[src/rtl/alu_share_arbiter.sv]
// -----------------------------------------------------------------------------
// alu_share_arbiter
//
// Shares one WIDTH-bit ALU between two requesters:
//   requester 0 = pipeline EX stage, requester 1 = sort compare-and-swap engine.
// A winner is picked in IDLE, its operands are latched, the operation runs in
// a dedicated EXEC cycle, and the result plus branch flags are held on a single
// tagged response channel until the consumer takes it.
//
// Build option:
//   ALU_SHARE_FIXED_PRIO_EN  - when defined, requester 0 always wins a tie and
//                              no round-robin pointer exists. Default build
//                              (undefined) is round-robin.
//
// Ports:
//   clk, reset              clock, synchronous active-high reset
//   req_valid[1:0]          per-requester operation pending
//   req_ready[1:0]          one-hot acceptance pulse (combinational, IDLE only)
//   a0/b0/aluop0/func3_0    requester 0 operands, opcode, branch func3
//   a1/b1/aluop1/func3_1    requester 1 operands, opcode, branch func3
//   rsp_valid / rsp_ready   response handshake (consumer may back-pressure)
//   rsp_id                  owner of the response
//   rsp_result              ALU result
//   rsp_zero                result==0 with func3==000 (BEQ-style)
//   rsp_lt                  result MSB set with func3==100 (BLT-style)
// -----------------------------------------------------------------------------
module alu_share_arbiter #(
  parameter int WIDTH = 64
) (
  input  logic             clk,
  input  logic             reset,
  input  logic [1:0]       req_valid,
  output logic [1:0]       req_ready,
  input  logic [WIDTH-1:0] a0,
  input  logic [WIDTH-1:0] b0,
  input  logic [3:0]       aluop0,
  input  logic [2:0]       func3_0,
  input  logic [WIDTH-1:0] a1,
  input  logic [WIDTH-1:0] b1,
  input  logic [3:0]       aluop1,
  input  logic [2:0]       func3_1,
  output logic             rsp_valid,
  input  logic             rsp_ready,
  output logic             rsp_id,
  output logic [WIDTH-1:0] rsp_result,
  output logic             rsp_zero,
  output logic             rsp_lt
);

  localparam int SHW = (WIDTH > 1) ? $clog2(WIDTH) : 1;

  typedef enum logic [1:0] {
    IDLE = 2'd0,
    EXEC = 2'd1,
    RESP = 2'd2
  } state_t;

  state_t state;

  logic any_valid;
  logic grant_id;
  logic accept;

  logic signed [WIDTH-1:0] a_p0;
  logic signed [WIDTH-1:0] b_p0;
  logic [3:0]              aluop_p0;
  logic [2:0]              func3_p0;
  logic                    id_p0;
  logic signed [WIDTH-1:0] result_p1;

  function automatic logic signed [WIDTH-1:0] alu_exec(
    input logic signed [WIDTH-1:0] a,
    input logic signed [WIDTH-1:0] b,
    input logic [3:0]              op
  );
    case (op)
      4'b0000: alu_exec = a & b;
      4'b0001: alu_exec = a | b;
      4'b0010: alu_exec = a + b;
      4'b0110: alu_exec = a - b;
      4'b1100: alu_exec = ~(a | b);
      4'b1000: alu_exec = a << b[SHW-1:0];
      default: alu_exec = '0;
    endcase
  endfunction

  function automatic logic flag_zero(input logic signed [WIDTH-1:0] res,
                                     input logic [2:0] f3);
    flag_zero = (res == '0) && (f3 == 3'b000);
  endfunction

  // Sign bit of the wrapped difference, not a true signed compare.
  function automatic logic flag_lt(input logic signed [WIDTH-1:0] res,
                                   input logic [2:0] f3);
    flag_lt = res[WIDTH-1] && (f3 == 3'b100);
  endfunction

  assign any_valid = |req_valid;

`ifdef ALU_SHARE_FIXED_PRIO_EN
  always_comb begin
    grant_id = ~req_valid[0];
  end
`else
  // Pointer names the requester that wins a tie; it moves to the requester
  // that did not own the last completed response.
  logic ptr;

  always_comb begin
    grant_id = req_valid[ptr] ? ptr : ~ptr;
  end
`endif

  always_comb begin
    req_ready = 2'b00;
    if (!reset && (state == IDLE) && any_valid) begin
      req_ready[grant_id] = 1'b1;
    end
  end

  assign accept = |req_ready;

  // ---- stage p0: operand capture at acceptance ----
  always_ff @(posedge clk) begin
    if (accept) begin
      a_p0     <= grant_id ? a1 : a0;
      b_p0     <= grant_id ? b1 : b0;
      aluop_p0 <= grant_id ? aluop1 : aluop0;
      func3_p0 <= grant_id ? func3_1 : func3_0;
      id_p0    <= grant_id;
    end
  end

  // ---- stage p1: execute on latched operands ----
  always_comb begin
    result_p1 = alu_exec(a_p0, b_p0, aluop_p0);
  end

  // ---- control FSM and registered response ----
  always_ff @(posedge clk) begin
    if (reset) begin
      state      <= IDLE;
      rsp_valid  <= 1'b0;
      rsp_id     <= 1'b0;
      rsp_result <= '0;
      rsp_zero   <= 1'b0;
      rsp_lt     <= 1'b0;
`ifndef ALU_SHARE_FIXED_PRIO_EN
      ptr        <= 1'b0;
`endif
    end else begin
      case (state)
        IDLE: begin
          if (any_valid) begin
            state <= EXEC;
          end
        end
        EXEC: begin
          rsp_result <= result_p1;
          rsp_zero   <= flag_zero(result_p1, func3_p0);
          rsp_lt     <= flag_lt(result_p1, func3_p0);
          rsp_id     <= id_p0;
          rsp_valid  <= 1'b1;
          state      <= RESP;
        end
        RESP: begin
          if (rsp_ready) begin
            rsp_valid <= 1'b0;
`ifndef ALU_SHARE_FIXED_PRIO_EN
            ptr       <= ~rsp_id;
`endif
            state     <= IDLE;
          end
        end
        default: state <= IDLE;
      endcase
    end
  end

endmodule

[config.mk]
export PLATFORM = sky130hd
export DESIGN_NAME = alu_share_arbiter
export DESIGN_NICKNAME = d
export VERILOG_FILES = /design/src/rtl/alu_share_arbiter.sv
export SDC_FILE = /design/constraint.sdc
export NUM_CORES = 1
export LEC_CHECK = 0
export CAP_MARGIN = 0
export CELL_PAD_IN_SITES_DETAIL_PLACEMENT = 1
export CELL_PAD_IN_SITES_GLOBAL_PLACEMENT = 1
export CORE_ASPECT_RATIO = 2
export CORE_UTILIZATION = 41
export CTS_BUF_LIST = sky130_fd_sc_hd__clkbuf_16
export DETAILED_ROUTE_END_ITERATION = 12
export HOLD_SLACK_MARGIN = 0.12
export PLACE_DENSITY_LB_ADDON = 0.2
export SLEW_MARGIN = 20
export SYNTH_ARGS = -nofsm -noshare
export SYNTH_HDL_FRONTEND = slang
export SYNTH_SLANG_ARGS = --single-unit
[constraint.sdc]
create_clock -name clk -period 31.3 [get_ports clk]
set_clock_uncertainty 0.2 [all_clocks]
set_input_delay 6.26 -clock clk [delete_from_list [all_inputs] [get_ports clk]]
set_output_delay 6.26 -clock clk [all_outputs]
set_load 0.02 [all_outputs]
After elaboration in Yosys (flattened, before gate mapping)
Cells that the tools add are included.

word-level totals
  output and inout bits = 70
  bits in registers = 207
  logic and storage cells = 65
  input bits = 275

cells by class
  add/sub/neg operators = 2
  reduce and logical (&&, ||, !) cells = 16
  shifts and indexed selects = 1
  equality and inequality tests = 10
  muxes and demuxes = 16
  $lt $le $gt $ge = 3
  bitwise operators = 5

operator list
  cell                                                                          number
  64-bit case mux with 6 select lines                                           1
  64-bit two-way mux                                                            2
  64-bit adder                                                                  1
  64-bit bitwise AND                                                            1
  64-bit zero test                                                              1
  64-bit inverter                                                               1
  64-bit bitwise OR                                                             1
  64-bit by 6-bit << shifter with 64-bit output                                 1
  64-bit subtractor                                                             1
  4-bit equality test, second input constant                                    2
  2-bit two-way mux                                                             3
  2-bit case mux with 3 select lines                                            1
  2-bit AND reduction                                                           3
  1-bit logical AND                                                             5
  1-bit two-way mux                                                             5
  4-bit by 1-bit equality test with 1-bit output, second input constant         1
  4-bit by 2-bit equality test with 1-bit output, second input constant         1
  4-bit by 3-bit equality test with 1-bit output, second input constant         1
  4-bit zero test                                                               1
  1-bit by 2-bit less-than comparator with 1-bit output, second input constant  2
  4-bit two-way mux                                                             1
  2-bit inequality test, second input constant                                  2
  2-bit OR reduction                                                            2
  3-bit equality test, second input constant                                    1
  11 further kinds                                                              12

Depth between registers and ports, before layout
  depth in word-level cells = 9
  gate-level depth with buffers = 31
  gate-level depth less buffers = 25

Worst setup path before layout
OpenSTA, ideal clock, no wires.

  kind = in2out
  start point = input reset
  end point = output req_ready[0]
  stages = 2
  slack = 4.453 ns
  buffers on the path = 0
  data required time = 24.840 ns
  arrival time = 20.387 ns
  path through = nor4_1 -> and2_1

between the ends
  cells in the longest elaborated chain, start to end = 4

ends and longest elaborated chain
  item                            line  text
  start, declared                 31    input logic reset,
  1-bit zero test                 116   if (!reset && (state == IDLE) && any_valid) begin
  1-bit logical AND (2 in a row)  116
  2-bit two-way mux               116
  end, declared                   33    output logic [1:0] req_ready,

Every way passes these cells.

Final worst setup path
  start point = input req_valid[1]
  end point = output req_ready[1]

between the ends
  cells in the longest elaborated chain, start to end = 8
  elaborated cells between the ends (all ways) = 11
  those cells by class = 2 x order compare; 6 x mux; 3 x reduce/logical

ends and longest elaborated chain
  item                                                                                                                line  text
  start, declared                                                                                                     32    input logic [1:0] req_valid,
  1-bit two-way mux (not written as such) (2 in a row)                                                                110   grant_id = req_valid[ptr] ? ptr : ~ptr;
  1-bit two-way mux                                                                                                   110
  1-bit by 2-bit less-than comparator with 1-bit output (not written as such) or 1-bit >= comparator (tied branches)  117   req_ready[grant_id] = 1'b1;
  1-bit logical AND (not written as such)                                                                             117
  1-bit two-way mux (not written as such)                                                                             117
  1-bit demux with 1-bit select                                                                                       117
  2-bit two-way mux (*)                                                                                               116

Every way passes the cells marked *; elsewhere a longest branch is shown, timed or not. The select of a mux whose other input is x is not followed.

==> summary.txt <==
Placed design
  • DP Area: ~0.025 mm^2
  • DP HPWL: 78330 um
  • Buffers added on ports: around 340
  • DP Cell Count: between 3000 and 4000
  • GP Congestion: 1.037

STA
  • Final hold vios: 0
  • Fin crit share: 0.4808
  • Slew @ Worst Pin: 1.286 ns
  • Final Critical Period: 15.05 ns
  • Slew Limit Fails: 0
  • Total negative slack: 0 ns
  • Final setup viols: 0
  • F_max: 66.45 MHz
  • RSZ-0062 raised after global routing: false
  • Slew headroom: 0.1428

Power and ir drop
  • Worst vdd ir: approximately 40 uV
  • Leakage: around 10 nW
  • Cell Pwr Density: roughly 44 mW/mm^2

Final layout
  • Final Util: 0.5040
  • Final #Nets: ~3200
  • Cell area after layout: around 0.025 mm^2
  • Syn-to-layout area delta: 21.81%
  • Fill count: slightly above 6000
  • Layout cells sized above 1: 0.07430
  • Non-Filler Instances: 3558

Floorplan
  • Starting Density: 0.4138
  • Chip width: ~160 um
  • Ports: 345
  • Die extent in y: between 300 and 400 um
  • Core area: ~0.05 mm^2
  • Row cnt: between 100 and 150
  • Die area: between 0.05 and 0.06 mm^2

Global routing
  • Vias in the first global route: approximately 23000
  • Pin count of the biggest net entering global routing: 139
  • Overflow after GRT: 0
  • Initial antenna violation count: 2
  • Wire length of the first global-routing pass: between 100000 and 150000 um
  • GRT Overall Usage: 0.3793

Critical path
  • R2R Setup Slk: 22.54 ns
  • Setup crit end kind: primary output
  • CP required: around 25 ns
  • Critical path buffers and inverters: 3
  • CP peak stage delay: approximately 0.66 ns
  • Critical path class: in -> out
  • CP arrival: approximately 8.6 ns
  • Top cell by count, worst path: clkdlybuf4s50_1
  • Crit path max-delay family: buffers and inverters
  • Crit path max fanout: around 60
  • Startpoint Class: input port
  • CP cell instances: clkdlybuf4s50_1 > nor2_1 > nor4_2 > buf_4 > nor2b_1 > clkdlybuf4s50_1
  • Worst path slowest cell: buf_4

Route
  • TritonRoute pass-1 iters: 6
  • Number of DRC markers in iteration 0: 1917
  • DR vias: roughly 23000
  • Post-DR vias/cell: 6.418
  • WL/cell: ~28 um
  • Detail Route Antenna Nets: 0
  • DRC viols: 0
  • WL final: ~100000 um

Synth
  • Synth Instances: ~2700
  • Number of enable flip-flop cells after synthesis: 136
  • Synth Register Bits: 207
  • Area contributors post-synth: edfxtp_1 20%, nand2_1 11%, dfxtp_1 6.9%, mux4_2 4.7%, nor2_1 4.4%
  • Synth unique cells: just over 90
  • Top-area cell type share of the netlist area: 0.1977
  • Async set-reset flop share out of synthesis: 0
  • Syn_area_per_cell: between 7 and 8 um^2
  • Top-count cell post-synth: nand2_1
  • Post-synth top area cell: edfxtp_1
  • Post-Syn Area: 0.02066 mm^2
  • YS warnings: 0
  • Synth cell count leaders: 599 x nand2_1, 240 x nor2_1, 172 x a21oi_1
  • Sequential area share after synthesis: 0.2665
  • Syn nets: 3028
  • Dominant synthesized flop cell: edfxtp_1

CTS
  • Clock Sinks: between 200 and 250
  • Post-cts resize count: 0
  • Post-CTS Hold Buffers: 0
  • Clock transition at the registers of the reported paths: approximately 0.060 ns
  • Worst skew pair latency: 0.56 ns
  • Post-CTS Setup Bufs: 0
  • H-tree levels: 1
  • TritonCTS Buffers: 20
  • CTS tree: yes
  • CTS root buffer: clkbuf_16
  • Max Root-Sink Buffers: 3

Min path
  • Hold Path Class: reg -> reg

Run status
  • Outcome: finished, final reports clean

Job
  • # Max-Cap Violations: 0
[report_power, final]
group          total, W  internal (W)  switching (W)
Sequential     0.000356      0.000320      0.0000355
Clock          0.000251      0.000136       0.000115
Combinational  0.000497      0.000187       0.000310
[final cells by class]
class | count | area (um^2) | share of cell area
multi-input cells | 2242 | 14260 | 0.5667
well taps | 649 | 812.0 | 0.03227
flip-flops and latches | 207 | 5505 | 0.2188
clock inverters | 14 | 108.9 | 0.004326
inverters | 31 | 118.9 | 0.004723
clock buffers | 22 | 550.5 | 0.02188
repair buffers | 391 | 3804 | 0.1511
diodes | 2 | 5.005 | 0.0001989
[tightest hold or removal path: cells and delay by family (launching register included)]
family / cells / cell delay [ns]
AOI/OAI and AO/OA: 1 / 0.06
DFF: 1 / 0.31
and+or+nand+nor: 1 / 0.06
[registers in the layout, summed over array words and instances (netlist names), 2 cells and up]
signal / cells
func3_p0: 3
b_p0: 64
state: 2
a_p0: 64
aluop_p0: 4
rsp_result: 64
[cell usage in the layout, fill, tap and decap left out, types with 24 or more instances in the layout]
cell type,synthesis,routed
a211oi_1,68,68
a21o_1,75,75
a21oi_1,172,172
a221o_1,24,24
a221oi_1,40,40
buf_4,8,46
clkdlybuf4s50_1,0,343
dfxtp_1,71,71
edfxtp_1,136,136
ha_1,67,67
inv_1,25,28
mux2_2,42,42
mux2i_1,80,79
mux4_2,43,43
nand2_1,599,598
nand3_1,28,28
nand4_1,41,41
nor2_1,240,238
nor3_1,108,108
o21ai_0,135,135
o31ai_1,30,30
xnor2_1,36,36
xor2_1,54,54
[worst paths after layout]
| check | from | endpoint | cells past startpoint |
|---|---|---|---|
| worst max-delay path | req_valid[1] | req_ready[1] | 6 |
| worst min-delay path | rsp_result[27] | rsp_result[27] | 2 |
| worst min register to register | rsp_result[27] | rsp_result[27] | 2 |
| worst max register to register | b_p0[0] | rsp_zero | 22 |
[cells by family after synthesis]
family / share of synthesized area
muxes: 0.1085
buffers and inverters: 0.04657
xor gates and xnor gates: 0.03815
AOI/OAI and AO/OA: 0.2418
DFF: 0.2665
and+or+nand+nor: 0.2497
adders and majority gates: 0.04881
[stage by stage]
| stage | total power (W) | hold slack [ns] | setup slack (ns) |
|---|---|---|---|
| floorplan | 0.0006482 | 0.2713 | 4.453 |
| global placement | 0.0008258 | 0.2440 | 16.30 |
| detailed placement | 0.0008397 | 0.2638 | 16.26 |
| CTS | 0.001091 | 0.2741 | 16.24 |
| global route | 0.001146 | 0.3085 | 16.12 |
| finish | 0.001103 | 0.2743 | 16.25 |
[layer usage]
layer | wire length [um] | track usage | vias up
met1 | 37600 | 0.4511 | 11160
met2 | 47880 | 0.6416 | 1098
met4 | 6650 | 0.2317 | 0
li1 | - | - | 10320
met5 | 0 | 0 | -
met3 | 7108 | 0.05395 | 255
Note: power is estimated with default switching activity, not from simulation.
